===== src/rtl/hndsk_serializer.sv =====
// Valid/ready width converter: splits each D_WIDTH input word into RATIO
// S_WIDTH beats, LSB slice first, and flags the final beat of every word.
module hndsk_serializer #(
    parameter int D_WIDTH = 16,
    parameter int S_WIDTH = 4
) (
    input  logic               clk,
    input  logic               rst,
    input  logic               vldi,
    output logic               rdyi,
    input  logic [D_WIDTH-1:0] datai,
    output logic               vldo,
    input  logic               rdyo,
    output logic [S_WIDTH-1:0] datao,
    output logic               lasto
);

    localparam int RATIO = D_WIDTH / S_WIDTH;
    localparam int CNT_W = (RATIO > 1) ? $clog2(RATIO) : 1;
    localparam logic [CNT_W-1:0] CNT_LAST = CNT_W'(RATIO - 1);

    if (((D_WIDTH % S_WIDTH) != 0) || (S_WIDTH >= D_WIDTH)) begin : g_bad_params
        $error("hndsk_serializer: D_WIDTH must be a multiple of S_WIDTH and wider than it");
    end

    typedef enum logic {
        EMPTY = 1'b0,
        SEND  = 1'b1
    } state_t;

    state_t             state_r;
    state_t             state_n_s;
    logic [D_WIDTH-1:0] shreg_r;
    logic [D_WIDTH-1:0] shreg_n_s;
    logic [CNT_W-1:0]   cnt_r;
    logic [CNT_W-1:0]   cnt_n_s;
    logic               last_s;

    // rdyi only looks at rdyo, never at vldi, so no loop forms through the source.
    assign last_s = (state_r == SEND) && (cnt_r == CNT_LAST);
    assign vldo   = (state_r == SEND);
    assign lasto  = last_s;
    assign datao  = shreg_r[S_WIDTH-1:0];
    assign rdyi   = (state_r == EMPTY) || (rdyo && last_s);

    // State, shift register and beat counter.
    always_ff @(posedge clk or posedge rst) begin
        if (rst) begin
            state_r <= EMPTY;
            shreg_r <= {D_WIDTH{1'b0}};
            cnt_r   <= {CNT_W{1'b0}};
        end else begin
            state_r <= state_n_s;
            shreg_r <= shreg_n_s;
            cnt_r   <= cnt_n_s;
        end
    end

    // Next-state logic: load, shift on accepted beat, or reload back-to-back.
    always_comb begin
        state_n_s = state_r;
        shreg_n_s = shreg_r;
        cnt_n_s   = cnt_r;
        case (state_r)
            EMPTY: begin
                if (vldi) begin
                    shreg_n_s = datai;
                    cnt_n_s   = {CNT_W{1'b0}};
                    state_n_s = SEND;
                end else begin
                    state_n_s = EMPTY;
                end
            end
            SEND: begin
                if (!rdyo) begin
                    state_n_s = SEND;
                end else if (cnt_r != CNT_LAST) begin
                    shreg_n_s = shreg_r >> S_WIDTH;
                    cnt_n_s   = cnt_r + {{(CNT_W-1){1'b0}}, 1'b1};
                end else if (vldi) begin
                    // Last beat leaves while the next word arrives: no bubble.
                    shreg_n_s = datai;
                    cnt_n_s   = {CNT_W{1'b0}};
                    state_n_s = SEND;
                end else begin
                    shreg_n_s = {D_WIDTH{1'b0}};
                    cnt_n_s   = {CNT_W{1'b0}};
                    state_n_s = EMPTY;
                end
            end
            default: begin
                shreg_n_s = {D_WIDTH{1'b0}};
                cnt_n_s   = {CNT_W{1'b0}};
                state_n_s = EMPTY;
            end
        endcase
    end

endmodule


===== config.mk =====
export PLATFORM = sky130hd
export DESIGN_NAME = hndsk_serializer
export DESIGN_NICKNAME = d
export VERILOG_FILES = /design/src/rtl/hndsk_serializer.sv
export SDC_FILE = /design/constraint.sdc
export NUM_CORES = 1
export LEC_CHECK = 0
export ABC_AREA = 1
export BUFFER_PORTS_ARGS = -buffer_cell sky130_fd_sc_hd__buf_2
export CAP_MARGIN = 25
export CORE_ASPECT_RATIO = 0.75
export CORE_MARGIN = 1
export CORE_UTILIZATION = 50
export CTS_BUF_LIST = sky130_fd_sc_hd__clkbuf_4 sky130_fd_sc_hd__clkbuf_8
export CTS_CLUSTER_SIZE = 8
export DETAILED_ROUTE_END_ITERATION = 8
export GPL_TIMING_DRIVEN = 0
export PLACE_DENSITY_LB_ADDON = 0.1
export SYNTH_ARGS = -nofsm -noshare
export SYNTH_HDL_FRONTEND = slang
export SYNTH_SLANG_ARGS = --single-unit

===== constraint.sdc =====
create_clock -name clk -period 1.6 [get_ports clk]
set_clock_uncertainty 0.15 [all_clocks]
set_input_delay 0.32 -clock clk [delete_from_list [all_inputs] [get_ports clk]]
set_output_delay 0.32 -clock clk [all_outputs]
set_load 0.01 [all_outputs]

**Word level (Yosys, flattened, before mapping)**

Index checks and enable logic that the tools add are counted.

- $add $sub $neg: 1
- Multiply operators: 0
- Divide/modulo/power cells: 0
- Order comparisons: 0
- Eq/ne operators: 4
- Shift-type cells: 0
- Mux-type cells: 13
- Bitwise operators: 1
- Reduce and logical (&&, ||, !) cells: 4

Operators by type and width:

| cell | number |
|---|---|
| $mux 16 | 4 |
| $pmux 16 s2 | 1 |
| $mux 2 | 3 |
| $ne 2x2->1 const B | 3 |
| $pmux 2 s2 | 1 |
| $mux 1 | 3 |
| $add 2x1->2 const B | 1 |
| $eq 2x2->1 const B | 1 |
| $logic_and 1x1->1 | 2 |
| $pmux 1 s2 | 1 |
| $reduce_and 2->1 | 1 |
| $logic_or 1x1->1 | 1 |
| $not 1->1 | 1 |

- Bits in registers: 19
- Latch bits: 0
- RAM bits: 0
- Memory bits (read-only): 0
- Input port bits: 20
- Output and inout bits: 7
- Logic and storage cells: 26
- Memories kept: 0

**Logic depth before layout (Yosys ltp)**

- Depth after elaboration: 4
- Mapped depth: 8
- Depth with buffers taken out: 6

**Worst setup path after synthesis**

No wires, ideal clock.

- Path type: flip-flop to flip-flop
- From: register cnt_r[0]
- To: register shreg_r[4]
- Setup time: 0.117 ns
- Data arrival time: 1.111 ns
- Data required time: 1.333 ns
- Slack: 0.222 ns
- Cell stages (with the launch flop): 7
- Path buffers: 1
- Clock period less this slack: 1.378 ns
- Path through: dfrtp_1 > ha_1 > a21oi_2 > buf_4 > nor2_1 > nor2_1 > nor2_1

- Word-level cells in the longest chain between the ends: 4

Ends and longest elaborated chain:

| item | line | RTL |
|---|---|---|
| start, declared | 35 | `logic [CNT_W-1:0] cnt_r;` |
| start signal, assigned | 51 | `cnt_r <= {CNT_W{1'b0}};` |
| start signal, assigned | 55 | `cnt_r <= cnt_n_s;` |
| $ne 2x2->1 | 77 | `end else if (cnt_r != CNT_LAST) begin` |
| $mux 16 | 77 |  |
| $mux 16 | 75 | `if (!rdyo) begin` |
| $pmux 16 s2 | 64 | `case (state_r)` |
| end signal, assigned | 50 | `shreg_r <= {D_WIDTH{1'b0}};` |
| end signal, assigned | 54 | `shreg_r <= shreg_n_s;` |
| end, declared | 33 | `logic [D_WIDTH-1:0] shreg_r;` |

Every way passes these cells. The select of a mux whose other input is x is not followed.
A chain may end at the register's enable or synchronous reset.

**Final worst setup path**

- From: register cnt_r[0]
- To: output rdyi

- Word-level cells in the longest chain between the ends: 4

Ends and longest elaborated chain:

| item | line | RTL |
|---|---|---|
| $eq 2x2->1 | 40 | `assign last_s = (state_r == SEND) && (cnt_r == CNT_LAST);` |
| $logic_and 1x1->1 | 40 |  |
| $logic_and 1x1->1 | 44 | `assign rdyi = (state_r == EMPTY) \|\| (rdyo && last_s);` |
| $logic_or 1x1->1 | 44 |  |
| end, declared | 10 | `output logic rdyi,` |

Every way passes these cells.

==> flow_summary.ini <==
[setup_path]
start_kind = flop
path_max_fanout = 3
worstSetupPathType = flop to primary output
required_ns = 1.13
crit_path_end_kind = primary output
crit_arrival_ns = 1.16

[timing]
worst_slack_ns = -0.0290
min_period_over_period_pct = 102
hold_violations = 0
setup_violations = 2
slew_violations = 0
max_slew_margin_pct = 51.2
min_period_ns = 1.63
max_freq_mhz = 614
rsz0062_at_grt = true
worst_pin_slew_ns = 0.732
fin_hold_ws_ns = 0.0945

[placed_design]
place_ws_ns = 0.0741
port_buffers = 26
gp_congestion = 0.751
dp.cells = 196
dp_hpwl_um = 1540
placed_area_mm2 = 0.00125

[clocking]
numCtsBuffers = 3
clock_latency_ns = 0.30
cts_tree = yes
clk_pin_slew_ns = 0.11
cts_sinks = 19
clk_path_buf_depth = 2
cts-root-buf = clkbuf_4
cts_max_level = 1

[yosys]
synthCells = 146
synth-xor-area-share_pct = 0
synth-seq-area-share_pct = 43.5
synth-seq-cells = 19
synth-compound-area-share_pct = 3.55
synth_ff_type = dfrtp_1
synth_area_mm2 = 0.00109
ys_warn_count = 0
muxShareOfSynthArea_pct = 0
synth.net_count = 168
postSynth.asyncResetShare_pct = 100
synth_top_family_by_area = simple AND/OR/NAND/NOR gates
syn_area_per_cell_um2 = 7.49
yosys.area_share.adder_pct = 2.29
yosys.area_share.simple_pct = 37.2
synth_cell_type_count = 18
synth_edf_count = 0

[worst_hold_path]
min_path_type = input port to flop

[status]
status = complete, but fails checks
violations = setup timing

[power]
p_leak_nw = 0.761
p_int_w = 0.00127
clkPwrFrac_pct = 12.9
ir_worst_vdd_v = 0.000883
p_comb_share_pct = 49.3
p_per_area_mw_per_mm2 = 1490
pwr-share-seq_pct = 37.8
p_sw_share_pct = 37.7
total_power_w = 0.00205
power_switching_w = 0.000771

[global_route]
grt-ovfl-total = 0
grt_pass1_wl_um = 3880
grt_max_degree = 20
grt_usage_pct = 21.5
antenna_found_initial = 0
grt_pass1_vias = 891

[routing]
num_vias = 956
antenna_left = 0
wl_um = 2220
drc = 0
wl_per_cell_um = 10.8
dr.first_iter.drc_count = 14
via_per_inst = 4.64
drt_first_pass_iters = 4

[die]
num_rows = 14
die_y_um = 42.5
core_mm2 = 0.00203
start_util_pct = 53.8
die_area_mm2 = 0.00238
die_w_um = 56
io_pins = 27

[final_layout]
drive_above_1_share_pct = 31.9
final_common_cell = nor2_1
final_cell_area_mm2 = 0.00137
layout_common_cells = nor2_1 (48), buf_2 (25), nand3_1 (19), dfrtp_1 (19)
syn_to_final_growth_pct = 25.5
diodes = 0
final_cells = 206
layout.nets = 205

[flow_run]
maxCapViolations = 0
==> metal layers <==
layer / up-vias / part of all wire, % / GRT usage (%) / wire [um]
met3: 2 / 3.7 / 6.48 / 82
met5: - / 0 / 0 / 0
li1: 515 / - / - / -
met4: 0 / 0.59 / 5.85 / 13
met1: 419 / 50 / 26.7 / 1120
met2: 20 / 45 / 36.4 / 1010
==> power groups by stage <==
| stage | sequential, W | clock, W | combinational [W] |
|---|---|---|---|
| detailed placement | 0.000790 | 0 | 0.000889 |
| CTS | 0.000770 | 0.000275 | 0.000981 |
| global placement | 0.000776 | 0 | 0.000867 |
| finish | 0.000774 | 0.000264 | 0.00101 |
| global route | 0.000804 | 0.000292 | 0.00114 |
| floorplan | 0.000765 | 0 | 0.000689 |
==> area by class of cell <==
class | count | area (um2)
buffer | 8 | 82.6
clock buffer | 4 | 30.0
fill | 196 | 659
inverter | 17 | 66.3
multi-input combinational | 100 | 485
sequential | 19 | 475
tap | 24 | 30.0
timing repair buffer | 34 | 203
==> cell families (layout without fill, tap and decap cells) <==
group                      after synthesis  count (layout)
adders and majority gates                2               2
AOI/OAI and AO/OA                        7               7
DFF                                     19              19
and+or+nand+nor                         91              91
buffers and inverters                   27              63
==> cells in the mapped netlist, types with 2 or more instances <==
| library cell | count | share of area (%) |
|---|---|---|
| nor2_1 | 48 | 16 |
| inv_1 | 15 | 5.1 |
| ha_1 | 2 | 2.3 |
| nand2_1 | 17 | 5.8 |
| buf_2 | 2 | 0.92 |
| nand3_1 | 19 | 8.7 |
| nand2_4 | 2 | 2.1 |
| dfrtp_1 | 19 | 43 |
| nand2_2 | 4 | 2.3 |
| buf_4 | 5 | 3.4 |
| buf_6 | 3 | 3.1 |
| o21ai_1 | 4 | 1.8 |
==> sequential cells by signal, summed over array words and instances (netlist names) <==
signal	cells
shreg_r	16
cnt_r	2
vldo	1
==> through the flow <==
step                setup TNS, ns  util (%)
floorplan                       0         -
global placement                0      61.7
detailed placement              0      61.7
CTS                       -0.0422      66.5
global route               -0.172      67.5
finish                    -0.0333      67.5
==> what timing repair did <==
| action | 4_1_cts | 5_1_grt |
|---|---|---|
| hold buffers | 1 | 0 |
| resized for setup | 4 | 7 |
| endpoints found under the hold margin | 10 | 0 |
| pin swaps | 1 | 2 |
| setup buffers | 6 | 1 |
| endpoints found under the setup margin | 2 | 15 |
==> worst max-delay path, stage by stage (launching register included) <==
cell	delay, ns
dfrtp_1	0.41
ha_2	0.21
nand2_2	0.06
nand2_2	0.06
buf_6	0.12
==> worst paths after layout <==
path                            startpoint           to  slack, ns  cells after the start
worst max-delay path              cnt_r[0]         rdyi      -0.03                      4
worst min-delay path             datai[15]  shreg_r[15]       0.09                      3
worst max register to register    cnt_r[0]   shreg_r[3]       0.11                      7
worst min register to register  shreg_r[9]   shreg_r[9]       0.37                      2
max in group asynchronous              rst   shreg_r[2]       0.31                      3
min in group asynchronous              rst   shreg_r[4]       0.53                      3
Note: power is estimated with default switching activity, not from simulation.
